==> src/rtl/de_pipe_reg.sv <==
`default_nettype none
// ============================================================================
// Module      : de_pipe_reg
// Description : Decode-to-execute pipeline register for the RV32 core.
//               Captures the decoded payload with a valid/ready handshake,
//               resolves operand forwarding at capture time and supports
//               flush and bubble insertion.
// Revision    : 1.0 - initial release
// ----------------------------------------------------------------------------
// Configuration macro:
//   DE_PERF_CNT_EN - when defined, stall_cnt/flush_cnt are saturating 32-bit
//                    performance counters; otherwise both read 0 and no
//                    counter flops exist.
// ----------------------------------------------------------------------------
// Ports:
//   clk, rst_n                   core clock, asynchronous active-low reset
//   in_valid / in_ready          decode-side handshake
//   out_valid / out_ready        execute-side handshake
//   flush                        kill held and incoming instruction
//   *_in / *_out                 instruction payload (pc, opcode, rd, funct3,
//                                funct7, rs1/rs2 addr, imm, op sels, jal/jalr)
//   rs1_data_in, rs2_data_in     register-file read data
//   fwd_sel1, fwd_sel2           00 regfile, 01 alu_mem, 10 wb, 11 regfile
//   alu_mem_data, wb_data        forwarding sources
//   rs1_data_out, rs2_data_out   forwarded operands
//   stall_cnt, flush_cnt         performance counters
// ============================================================================
module de_pipe_reg #(
  parameter int XLEN       = 32,
  parameter int REG_ADDR_W = 5,
  parameter int OPCODE_W   = 7
) (
  input  logic                  clk,
  input  logic                  rst_n,
  input  logic                  in_valid,
  output logic                  in_ready,
  output logic                  out_valid,
  input  logic                  out_ready,
  input  logic                  flush,
  input  logic [XLEN-1:0]       pc_in,
  output logic [XLEN-1:0]       pc_out,
  input  logic [OPCODE_W-1:0]   opcode_in,
  output logic [OPCODE_W-1:0]   opcode_out,
  input  logic [REG_ADDR_W-1:0] rd_addr_in,
  output logic [REG_ADDR_W-1:0] rd_addr_out,
  input  logic [2:0]            funct3_in,
  output logic [2:0]            funct3_out,
  input  logic [6:0]            funct7_in,
  output logic [6:0]            funct7_out,
  input  logic [REG_ADDR_W-1:0] rs1_addr_in,
  output logic [REG_ADDR_W-1:0] rs1_addr_out,
  input  logic [REG_ADDR_W-1:0] rs2_addr_in,
  output logic [REG_ADDR_W-1:0] rs2_addr_out,
  input  logic [XLEN-1:0]       rs1_data_in,
  input  logic [XLEN-1:0]       rs2_data_in,
  input  logic [XLEN-1:0]       imm_in,
  output logic [XLEN-1:0]       imm_out,
  input  logic [1:0]            op1_sel_in,
  output logic [1:0]            op1_sel_out,
  input  logic [1:0]            op2_sel_in,
  output logic [1:0]            op2_sel_out,
  input  logic [1:0]            fwd_sel1,
  input  logic [1:0]            fwd_sel2,
  input  logic [XLEN-1:0]       alu_mem_data,
  input  logic [XLEN-1:0]       wb_data,
  input  logic                  jal_en_in,
  output logic                  jal_en_out,
  input  logic                  jalr_en_in,
  output logic                  jalr_en_out,
  output logic [XLEN-1:0]       rs1_data_out,
  output logic [XLEN-1:0]       rs2_data_out,
  output logic [31:0]           stall_cnt,
  output logic [31:0]           flush_cnt
);

  localparam logic [1:0] c_FWD_ALU_MEM = 2'b01;
  localparam logic [1:0] c_FWD_WB      = 2'b10;

  // Registered state
  logic                  valid_q;
  logic [XLEN-1:0]       pc_q;
  logic [OPCODE_W-1:0]   opcode_q;
  logic [REG_ADDR_W-1:0] rd_q;
  logic [2:0]            funct3_q;
  logic [6:0]            funct7_q;
  logic [REG_ADDR_W-1:0] rs1_addr_q;
  logic [REG_ADDR_W-1:0] rs2_addr_q;
  logic [XLEN-1:0]       rs1_data_q;
  logic [XLEN-1:0]       rs2_data_q;
  logic [XLEN-1:0]       imm_q;
  logic [1:0]            op1_sel_q;
  logic [1:0]            op2_sel_q;
  logic                  jal_q;
  logic                  jalr_q;

  // Next-state values
  logic                  w_accept;
  logic                  valid_d;
  logic [REG_ADDR_W-1:0] rd_d;
  logic                  jal_d;
  logic                  jalr_d;
  logic [XLEN-1:0]       rs1_fwd_d;
  logic [XLEN-1:0]       rs2_fwd_d;

  // Forward mux; the unused encoding 11 falls back to the register file.
  function automatic logic [XLEN-1:0] fwd_mux(
    input logic [1:0]      sel,
    input logic [XLEN-1:0] rf,
    input logic [XLEN-1:0] am,
    input logic [XLEN-1:0] wb
  );
    logic [XLEN-1:0] res;
    res = rf;
    if (sel == c_FWD_ALU_MEM) res = am;
    else if (sel == c_FWD_WB) res = wb;
    return res;
  endfunction

  assign in_ready = !valid_q || out_ready;

  always_comb begin
    w_accept  = in_valid && in_ready && !flush;
    rs1_fwd_d = fwd_mux(fwd_sel1, rs1_data_in, alu_mem_data, wb_data);
    rs2_fwd_d = fwd_mux(fwd_sel2, rs2_data_in, alu_mem_data, wb_data);

    // Flush wins over everything; otherwise a consumed entry with nothing
    // new behind it becomes a bubble.
    valid_d = valid_q;
    if (flush)         valid_d = 1'b0;
    else if (w_accept) valid_d = 1'b1;
    else if (out_ready) valid_d = 1'b0;

    // Side-effecting fields are cleared in the register whenever the slot
    // becomes empty, so a bubble can never write rd or redirect the PC.
    if (w_accept) begin
      rd_d   = rd_addr_in;
      jal_d  = jal_en_in;
      jalr_d = jalr_en_in;
    end else if (valid_d) begin
      rd_d   = rd_q;
      jal_d  = jal_q;
      jalr_d = jalr_q;
    end else begin
      rd_d   = '0;
      jal_d  = 1'b0;
      jalr_d = 1'b0;
    end
  end

  always_ff @(posedge clk or negedge rst_n) begin
    if (!rst_n) begin
      valid_q    <= 1'b0;
      pc_q       <= '0;
      opcode_q   <= '0;
      rd_q       <= '0;
      funct3_q   <= '0;
      funct7_q   <= '0;
      rs1_addr_q <= '0;
      rs2_addr_q <= '0;
      rs1_data_q <= '0;
      rs2_data_q <= '0;
      imm_q      <= '0;
      op1_sel_q  <= '0;
      op2_sel_q  <= '0;
      jal_q      <= 1'b0;
      jalr_q     <= 1'b0;
    end else begin
      valid_q <= valid_d;
      rd_q    <= rd_d;
      jal_q   <= jal_d;
      jalr_q  <= jalr_d;
      // Remaining payload only moves on accept; flushed entries may keep
      // stale values since they are qualified by out_valid downstream.
      if (w_accept) begin
        pc_q       <= pc_in;
        opcode_q   <= opcode_in;
        funct3_q   <= funct3_in;
        funct7_q   <= funct7_in;
        rs1_addr_q <= rs1_addr_in;
        rs2_addr_q <= rs2_addr_in;
        rs1_data_q <= rs1_fwd_d;
        rs2_data_q <= rs2_fwd_d;
        imm_q      <= imm_in;
        op1_sel_q  <= op1_sel_in;
        op2_sel_q  <= op2_sel_in;
      end
    end
  end

  assign out_valid    = valid_q;
  assign pc_out       = pc_q;
  assign opcode_out   = opcode_q;
  assign rd_addr_out  = rd_q;
  assign funct3_out   = funct3_q;
  assign funct7_out   = funct7_q;
  assign rs1_addr_out = rs1_addr_q;
  assign rs2_addr_out = rs2_addr_q;
  assign rs1_data_out = rs1_data_q;
  assign rs2_data_out = rs2_data_q;
  assign imm_out      = imm_q;
  assign op1_sel_out  = op1_sel_q;
  assign op2_sel_out  = op2_sel_q;
  assign jal_en_out   = jal_q;
  assign jalr_en_out  = jalr_q;

`ifdef DE_PERF_CNT_EN
  logic [31:0] stall_cnt_q;
  logic [31:0] flush_cnt_q;

  always_ff @(posedge clk or negedge rst_n) begin
    if (!rst_n) begin
      stall_cnt_q <= '0;
      flush_cnt_q <= '0;
    end else begin
      // Both counters saturate rather than wrap.
      if (valid_q && !out_ready && (stall_cnt_q != 32'hFFFF_FFFF))
        stall_cnt_q <= stall_cnt_q + 32'd1;
      if (flush && (valid_q || in_valid) && (flush_cnt_q != 32'hFFFF_FFFF))
        flush_cnt_q <= flush_cnt_q + 32'd1;
    end
  end

  assign stall_cnt = stall_cnt_q;
  assign flush_cnt = flush_cnt_q;
`else
  assign stall_cnt = '0;
  assign flush_cnt = '0;
`endif

endmodule
`default_nettype wire

==> config.mk <==
export PLATFORM = sky130hd
export DESIGN_NAME = de_pipe_reg
export DESIGN_NICKNAME = d
export VERILOG_FILES = /design/src/rtl/de_pipe_reg.sv
export SDC_FILE = /design/constraint.sdc
export NUM_CORES = 1
export LEC_CHECK = 0
export BUFFER_PORTS_ARGS = -buffer_cell sky130_fd_sc_hd__buf_2
export CAP_MARGIN = 0
export CORE_AREA = 2 2 184 186
export CTS_CLUSTER_SIZE = 25
export DETAILED_ROUTE_END_ITERATION = 12
export DIE_AREA = 0 0 186 188
export HOLD_SLACK_MARGIN = 0.15
export PLACE_DENSITY_LB_ADDON = 0.25
export REMOVE_ABC_BUFFERS = 1
export SLEW_MARGIN = 20
export SYNTH_ARGS = -nofsm -noshare
export SYNTH_HDL_FRONTEND = slang
export SYNTH_SLANG_ARGS = --single-unit
==> constraint.sdc <==
create_clock -name clk -period 2.7 [get_ports clk]
set_input_delay 0.675 -clock clk [delete_from_list [all_inputs] [get_ports clk]]
set_output_delay 0.675 -clock clk [all_outputs]
set_load 0.005 [all_outputs]
======== Yosys cells after proc, flatten, opt, wreduce, memory -nomap -nowiden ========
Cells that the tools add are included.
word-level totals
  register bits ........................... 167
  input port bits ......................... 239
  output and inout bits ................... 232
operators by class
  equal/unequal tests ..................... 5
  mux-type cells .......................... 12
  reductions and logical operators ........ 5
operators by type and width
  cell                  number
  $mux W32              4
  $mux W5               2
  $mux W1               6
  $eq A2 B1 Y1 const B  2
  $eq A2 B2 Y1 const B  2
  $logic_and A1 B1 Y1   2
  $logic_not A1 Y1      2
  $ne A2 B2 Y1 const B  1
  $logic_or A1 B1 Y1    1

======== Depth between registers and ports, before layout ========
Gate-level depths: netlist of run 1.
  depth in word-level cells ............... 8
  gate-level depth with buffers ........... 6
  gate-level depth less buffers ........... 4

======== Least setup slack after synthesis of run 1 ========
No wires, ideal clock.
  kind .................................... input to register
  start ................................... input port fwd_sel1[1]
  end ..................................... register rs1_data_q[10] (netlist: rs1_data_out[10])
  arrival ................................. 1.598 ns
  setup slack ............................. 0.977 ns
  cell stages on the path ................. 5
  buffers on the path ..................... 2
  cells stage by stage .................... buf_2 > buf_4 > mux2i_1 > mux2i_1 > mux2_2
on the way
  cells in the longest elaborated chain, start to end .. 3
  elaborated cells between the ends (all ways) .. 4
RTL lines
  what                  RTL line  RTL
  start, declared       62        input logic [1:0] fwd_sel1,
  $eq A2 B2 Y1          115       else if (sel == c_FWD_WB) res = wb;
  $mux W32              115
  $mux W32 (*)          114       if (sel == c_FWD_ALU_MEM) res = am;
  end signal, assigned  181       rs1_data_q <= rs1_fwd_d;
  end, declared         88        logic [XLEN-1:0] rs1_data_q;
Every way passes the cells marked *; elsewhere a longest branch is shown, timed or not.
A chain may end at the register's enable or synchronous reset.

======== Final worst setup path of run 1 ========
  start ................................... register valid_q (netlist: out_valid)
  end ..................................... output port in_ready
on the way
  cells in the longest elaborated chain, start to end .. 2
RTL lines
  what                    RTL line  RTL
  start, declared         80        logic valid_q;
  start signal, assigned  168       valid_q <= valid_d;
  $logic_not A1 Y1        119       assign in_ready = !valid_q || out_ready;
  $logic_or A1 B1 Y1      119
  end, declared           36        output logic in_ready,
No other way between the ends.

==> metrics, run 1 <==
Worst VDD drop 0.332 mV; TritonCTS Buffers 17; syn avg cell area 14.1 um^2; share of the synthesized area in the top cell type 0.465; Die H roughly 190 um; mapped cell area ~9000 um^2; fin cells roughly 1,500; clock latency on the worst-skew pair between 0.4 and 0.5 ns; initial antenna violation count 4; final hold violations 0; detail-routed via count per cell roughly 4.3; register area share after synthesis 0.465; Setup CP Type reg2out; Finished Core Util 0.361; core box area ~33,000 um^2; area leader, netlist dfrtp_1; Tcrit/Tclk final 0.680; CTS Hold Bufs 0; placed cells approximately 1,500; Worst Path Max Fanout 3; clk buf depth 2; Final Critical Period 1.84 ns; Remaining DRCs 0; Worst Skew 0.00507 ns; FILL cells roughly 3,400; Nets 1,278; DRT Wirelength approximately 25,000 um; average wire per standard cell about 17 um; worst rel slew slack 0.638; FMAX 545 MHz; CP cell instances nor2b_4 > inv_2 > buf_2; Top FF cell, synth dfrtp_1; CTS tree yes; post_cts resized 0; EDFF count, synth 0; area occupied by multi-input gates roughly 4300 um^2; MaxCap Viol Count 0; Die Footprint 35,000 um^2; layout cells sized above 1 0.587; Total GRT Usage 0.140; Worst EP required about 2 ns; initial core utilization 0.271; DR pass1 iterations 4; most frequent cells after synthesis mux2i_1 (192), dfrtp_1 (167), mux2_2 (109), buf_4 (80), mux2_4 (50); via count 6,383; Crit path largest cell delay approximately 0.35 ns; Antenna Nets Post-Route 0; total clock sinks approximately 170; cell count after synthesis ~640; Hold WC Path Type in2async; vias in the first global route 6,598; worst path arrival time about 1.2 ns; CP Capture Type output port; top cell family by delay on the critical path flip-flops; Worst Path Buf+Inv 2; Seq. cell area between 4000 and 5000 um^2; first-pass GRT wire length 37,700 um; power consumption approximately 7.5 mW; Ys Warns 0; LEAKAGE ~6.3 nW; initial DRC count approximately 170; worst-margin pin slew roughly 0.54 ns; Setup Viol. Count Final 0; Reg clk slew, reported paths approximately 0.070 ns; fin worst setup slack between 0.8 and 0.9 ns; status finished, final reports clean; Post-DP HPWL ~19,000 um; Root Driver clkbuf_16; Slew Limit Fails 0; ys async rst share 1.00; pin count of the biggest net entering global routing around 70; total negative slack 0 ns; Die W between 150 and 200 um; RSZ-0062 raised after global routing false; gpl congestion 0.734; Area Growth Syn to Fin 32.9%; DP Worst Slack 0.578 ns; Critical-path top delay cell dfrtp_1; synth unique cells 14; count leader, synth mux2i_1; Startpoint Class flop; row cnt 67; top cells by area, synth dfrtp_1 (46%), mux2i_1 (21%), mux2_2 (14%), mux2_4 (8.4%), buf_4 (6.7%); P per Cell Area about 630 nW/um^2; post-synthesis register bit count ~170; r2r setup slk 0.99 ns; Post-CTS Setup Bufs 0; remaining global-route overflow 0; H-tree levels 4; I/O pin count 471; I/O Buffers between 400 and 500
final cells by class:
type,count,share of cell area
multi-input cells,428,0.357
flip-flops and latches,167,0.350
inverters,1,0.000314
well taps,448,0.0469
repair buffers,424,0.196
clock buffers,18,0.0359
diodes,1,0.000210
clock inverters,14,0.0136
registers in the layout, indices dropped and copies added, names as in the netlist:
| name | cells |
|---|---|
| funct3_out | 3 |
| jalr_en_out | 1 |
| rs2_addr_out | 5 |
| pc_out | 32 |
| op2_sel_out | 2 |
| opcode_out | 7 |
| rs2_data_out | 32 |
| op1_sel_out | 2 |
| imm_out | 32 |
| rs1_addr_out | 5 |
| out_valid | 1 |
| funct7_out | 7 |
| jal_en_out | 1 |
| rd_addr_out | 5 |
| rs1_data_out | 32 |
through the flow:
stage | hold WS (ns) | cell area (um^2)
after floorplan | 0.379 | 8440
final | 0.203 | 11900
after global placement | 0.483 | 11300
after CTS | 0.205 | 11900
after detailed placement | 0.477 | 11300
after global routing | 0.207 | 11900
where the power goes:
group	internal, mW	switching [mW]	leakage, nW
clock network	1.40	1.12	0.293
logic	1.05	0.754	4.04
registers	2.96	0.244	1.98
total	5.41	2.12	6.31
worst paths after layout:
kind	cells past startpoint	to	start
max in group asynchronous	2	pc_out[3]$_DFFE_PN0N_	rst_n
worst min-delay path	1	rs1_data_out[6]$_DFFE_PN0N_	rst_n
worst max register to register	4	rs1_data_out[5]$_DFFE_PN0N_	out_valid$_DFF_PN0_
worst min register to register	1	rd_addr_out[4]$_DFFE_PN0P_	rd_addr_out[4]$_DFFE_PN0P_
min in group clk	2	pc_out[0]$_DFFE_PN0N_	pc_in[0]
worst max-delay path	3	in_ready	out_valid$_DFF_PN0_
metal layers:
metal / vias up / GRT usage / routed length (um)
li1: 2952 / - / -
met1: 3123 / 0.161 / 10300
met2: 285 / 0.245 / 12300
met3: 19 / 0.0520 / 2320
met4: 4 / 0.0294 / 215
met5: - / 0 / 21
layout by cell type, fill, tap and decap left out, drive strengths merged:
cell      count
mux2        159
nor2b         1
clkbuf       18
clkinvlp      1
bufinv        2
clkinv        4
nor3b         1
dfrtp       167
diode         1
nor2          3
buf         424
conb         64
inv           8
mux2i       192
a22o          7
nand3b        1
kinds of logic (layout without fill, tap and decap cells):
family	Yosys count	count (layout)	synth area share
DFF	167	167	0.465
muxes	351	351	0.434
other	1	65	0.000417
AOI/OAI and AO/OA	7	7	0.00682
buffers and inverters	105	457	0.0876
and+or+nand+nor	6	6	0.00640
No activity file was read; power rests on OpenSTA's default activity.
==> run 2, diff against run 1 <==
Settings changed: CORE_AREA 2 2 184 186 to 2 2 181 183, DIE_AREA 0 0 186 188 to 0 0 183 185.
Clock period 2.7 ns to 1.9 ns, I/O delays scaled along.
==> run 2 against run 1 <==
Cell area rose by 0.39%. Via count is 0.58% higher. Hold slack improved by 0.066 ns. Largest cell class unchanged.
==> metrics, run 2 (same netlist as run 1, synthesis figures left out) <==
DRT Wirelength 25,700 um (was 25,200 um); Remaining DRCs 0 (unchanged); r2r setup slk 0.27 ns (was 0.99 ns); commonest non-fill, non-tap cell in the layout buf_2 (unchanged); gpl congestion 0.793 (was 0.734); MaxCap Viol Count 0 (unchanged); initial core utilization 0.281 (was 0.271); H-tree levels 4 (unchanged); Critical-path top delay cell dfrtp_1 (unchanged); detail-routed via count per cell 4.36 (was 4.25); vias in the first global route 6,583 (was 6,598); Area after DPL 11,400 um^2 (was 11,300 um^2); Slew Limit Fails 0 (unchanged); CP Capture Type output port (unchanged); status finished, final reports clean (unchanged); area occupied by multi-input gates 4270 um^2 (unchanged); fin cells 1,473 (was 1,501); FILL cells 3,200 (was 3,372); Root Driver clkbuf_16 (unchanged); first-pass GRT wire length 38,400 um (was 37,700 um); initial DRC count 177 (was 172); Worst Skew 0.0119 ns (was 0.00507 ns); CP cell instances nor2b_4 > inv_2 > buf_2 (unchanged); Seq. cell area 4180 um^2 (unchanged); Die W 183 um (was 186 um); final hold violations 0 (unchanged); Total GRT Usage 0.149 (was 0.140); initial antenna violation count 2 (was 4); Crit path largest cell delay 0.35 ns (about the same); Worst Path Max Fanout 3 (unchanged); top cell family by delay on the critical path flip-flops (unchanged); Post-DP HPWL 19,900 um (was 19,100 um); Antenna Nets Post-Route 0 (unchanged); RSZ-0062 raised after global routing false (unchanged); final instance area 12,000 um^2 (was 11,900 um^2); FMAX between 600 and 700 MHz; I/O pin count 471 (unchanged); Worst VDD drop 0.458 mV (was 0.332 mV); Reg clk slew, reported paths 0.08 ns (was 0.07 ns); Die Footprint 33,900 um^2 (was 35,000 um^2); P per Cell Area 896 nW/um^2 (was 631 nW/um^2); I/O Buffers 406 (unchanged); LEAKAGE 6.36 nW (was 6.31 nW); Worst Path Buf+Inv 2 (unchanged); Area Growth Syn to Fin 33.4% (was 32.9%); Fin Hold WS 0.269 ns (was 0.203 ns); clock latency on the worst-skew pair 0.43 ns (was 0.42 ns); total negative slack 0 ns (unchanged); Die H 185 um (was 188 um); Tcrit/Tclk final 0.867; CTS tree yes (unchanged); average wire per standard cell 17.4 um (was 16.8 um); row cnt 66 (was 67); remaining global-route overflow 0 (unchanged); via count 6,420 (was 6,383); core box area 32,000 um^2 (was 33,100 um^2); commonest non-fill, non-tap cells in the layout buf_2 (403), mux2i_1 (192), dfrtp_1 (167) (unchanged); Startpoint Class flop (unchanged); placed cells 1,440 (was 1,468); clk buf depth 2 (unchanged); Final Critical Period roughly 1.6 ns; Finished Core Util 0.374 (was 0.361); worst path arrival time 1.17 ns (was 1.16 ns); Worst EP required 1.42 ns (was 2.03 ns); Hold WC Path Type in2reg (was in2async); DR pass1 iterations 4 (unchanged); total clock sinks 167 (unchanged); Setup CP Type reg2out (unchanged); TritonCTS Buffers 17 (unchanged); Nets 1,291 (was 1,278); pin count of the biggest net entering global routing 57 (was 72); layout cells sized above 1 0.592 (was 0.587); Setup Viol. Count Final 0 (unchanged)
## run 2: cell count changes in the layout (fill, tap and decap cells not counted), sizes merged
| cell | change |
|---|---|
| dlygate4sd3 | +1 |
| clkbuf | -1 |
| clkinv | -2 |
| buf | +12 |
| clkinvlp | +2 |
## run 2: cell type report
type	instances	area share
Multi-Input combinational cell	428	0.356
Sequential cell	167	0.349
Timing Repair Buffer	437	0.204
Tap cell	408	0.0426
Clock buffer	17	0.0355
Clock inverter	14	0.0136
Inverter	1	0.000313
Antenna cell	1	0.000209
## run 2: per-stage QoR
stage               worst slack (ns)  power [mW]
CTS                            0.200        11.0
floorplan                      -1.89        5.76
detailed placement             0.111        7.27
finish                         0.252        10.7
global route                   0.161        11.4
global placement               0.129        7.24
## run 2: power breakdown
| group | switching (mW) | internal, mW | total, mW |
|---|---|---|---|
| clock | 1.61 | 1.97 | 3.58 |
| sequential | 0.347 | 4.21 | 4.55 |
| combinational | 1.09 | 1.51 | 2.61 |
## run 2: routing by layer
metal	routed length, um	track usage	up-vias	part of all wire
li1	-	-	2989	-
met1	11000	0.184	3114	0.43
met2	12300	0.250	296	0.48
met3	2150	0.0484	19	0.084
met4	261	0.0381	2	0.010
met5	16	0	-	0.00062
## run 2: final timing paths
path / start / to / depth (start not counted)
setup / recovery: out_valid$_DFF_PN0_ / in_ready / 3
hold / removal: imm_in[18] / imm_out[18]$_DFFE_PN0N_ / 2
setup reg to reg: out_valid$_DFF_PN0_ / rs1_data_out[14]$_DFFE_PN0N_ / 5
hold reg to reg: rd_addr_out[0]$_DFFE_PN0P_ / rd_addr_out[0]$_DFFE_PN0P_ / 1
max in group asynchronous: rst_n / imm_out[10]$_DFFE_PN0N_ / 3
min in group asynchronous: rst_n / rs2_data_out[18]$_DFFE_PN0N_ / 2
## run 2: repair_timing
action / 4_1_cts / 5_1_grt
endpoints found under the hold margin: 22 / 0
buffers inserted: 0 / 0
gates resized for setup: 0 / 0
hold buffers: 1 / 0
## run 2: worst reg2reg max path, delay by kind of cell (launching register included)
kind,cells,cell delay [ns]
flip-flops,1,0.38
buffers and inverters,2,0.41
multiplexers,1,0.37
AND/OR/NAND/NOR,2,0.35
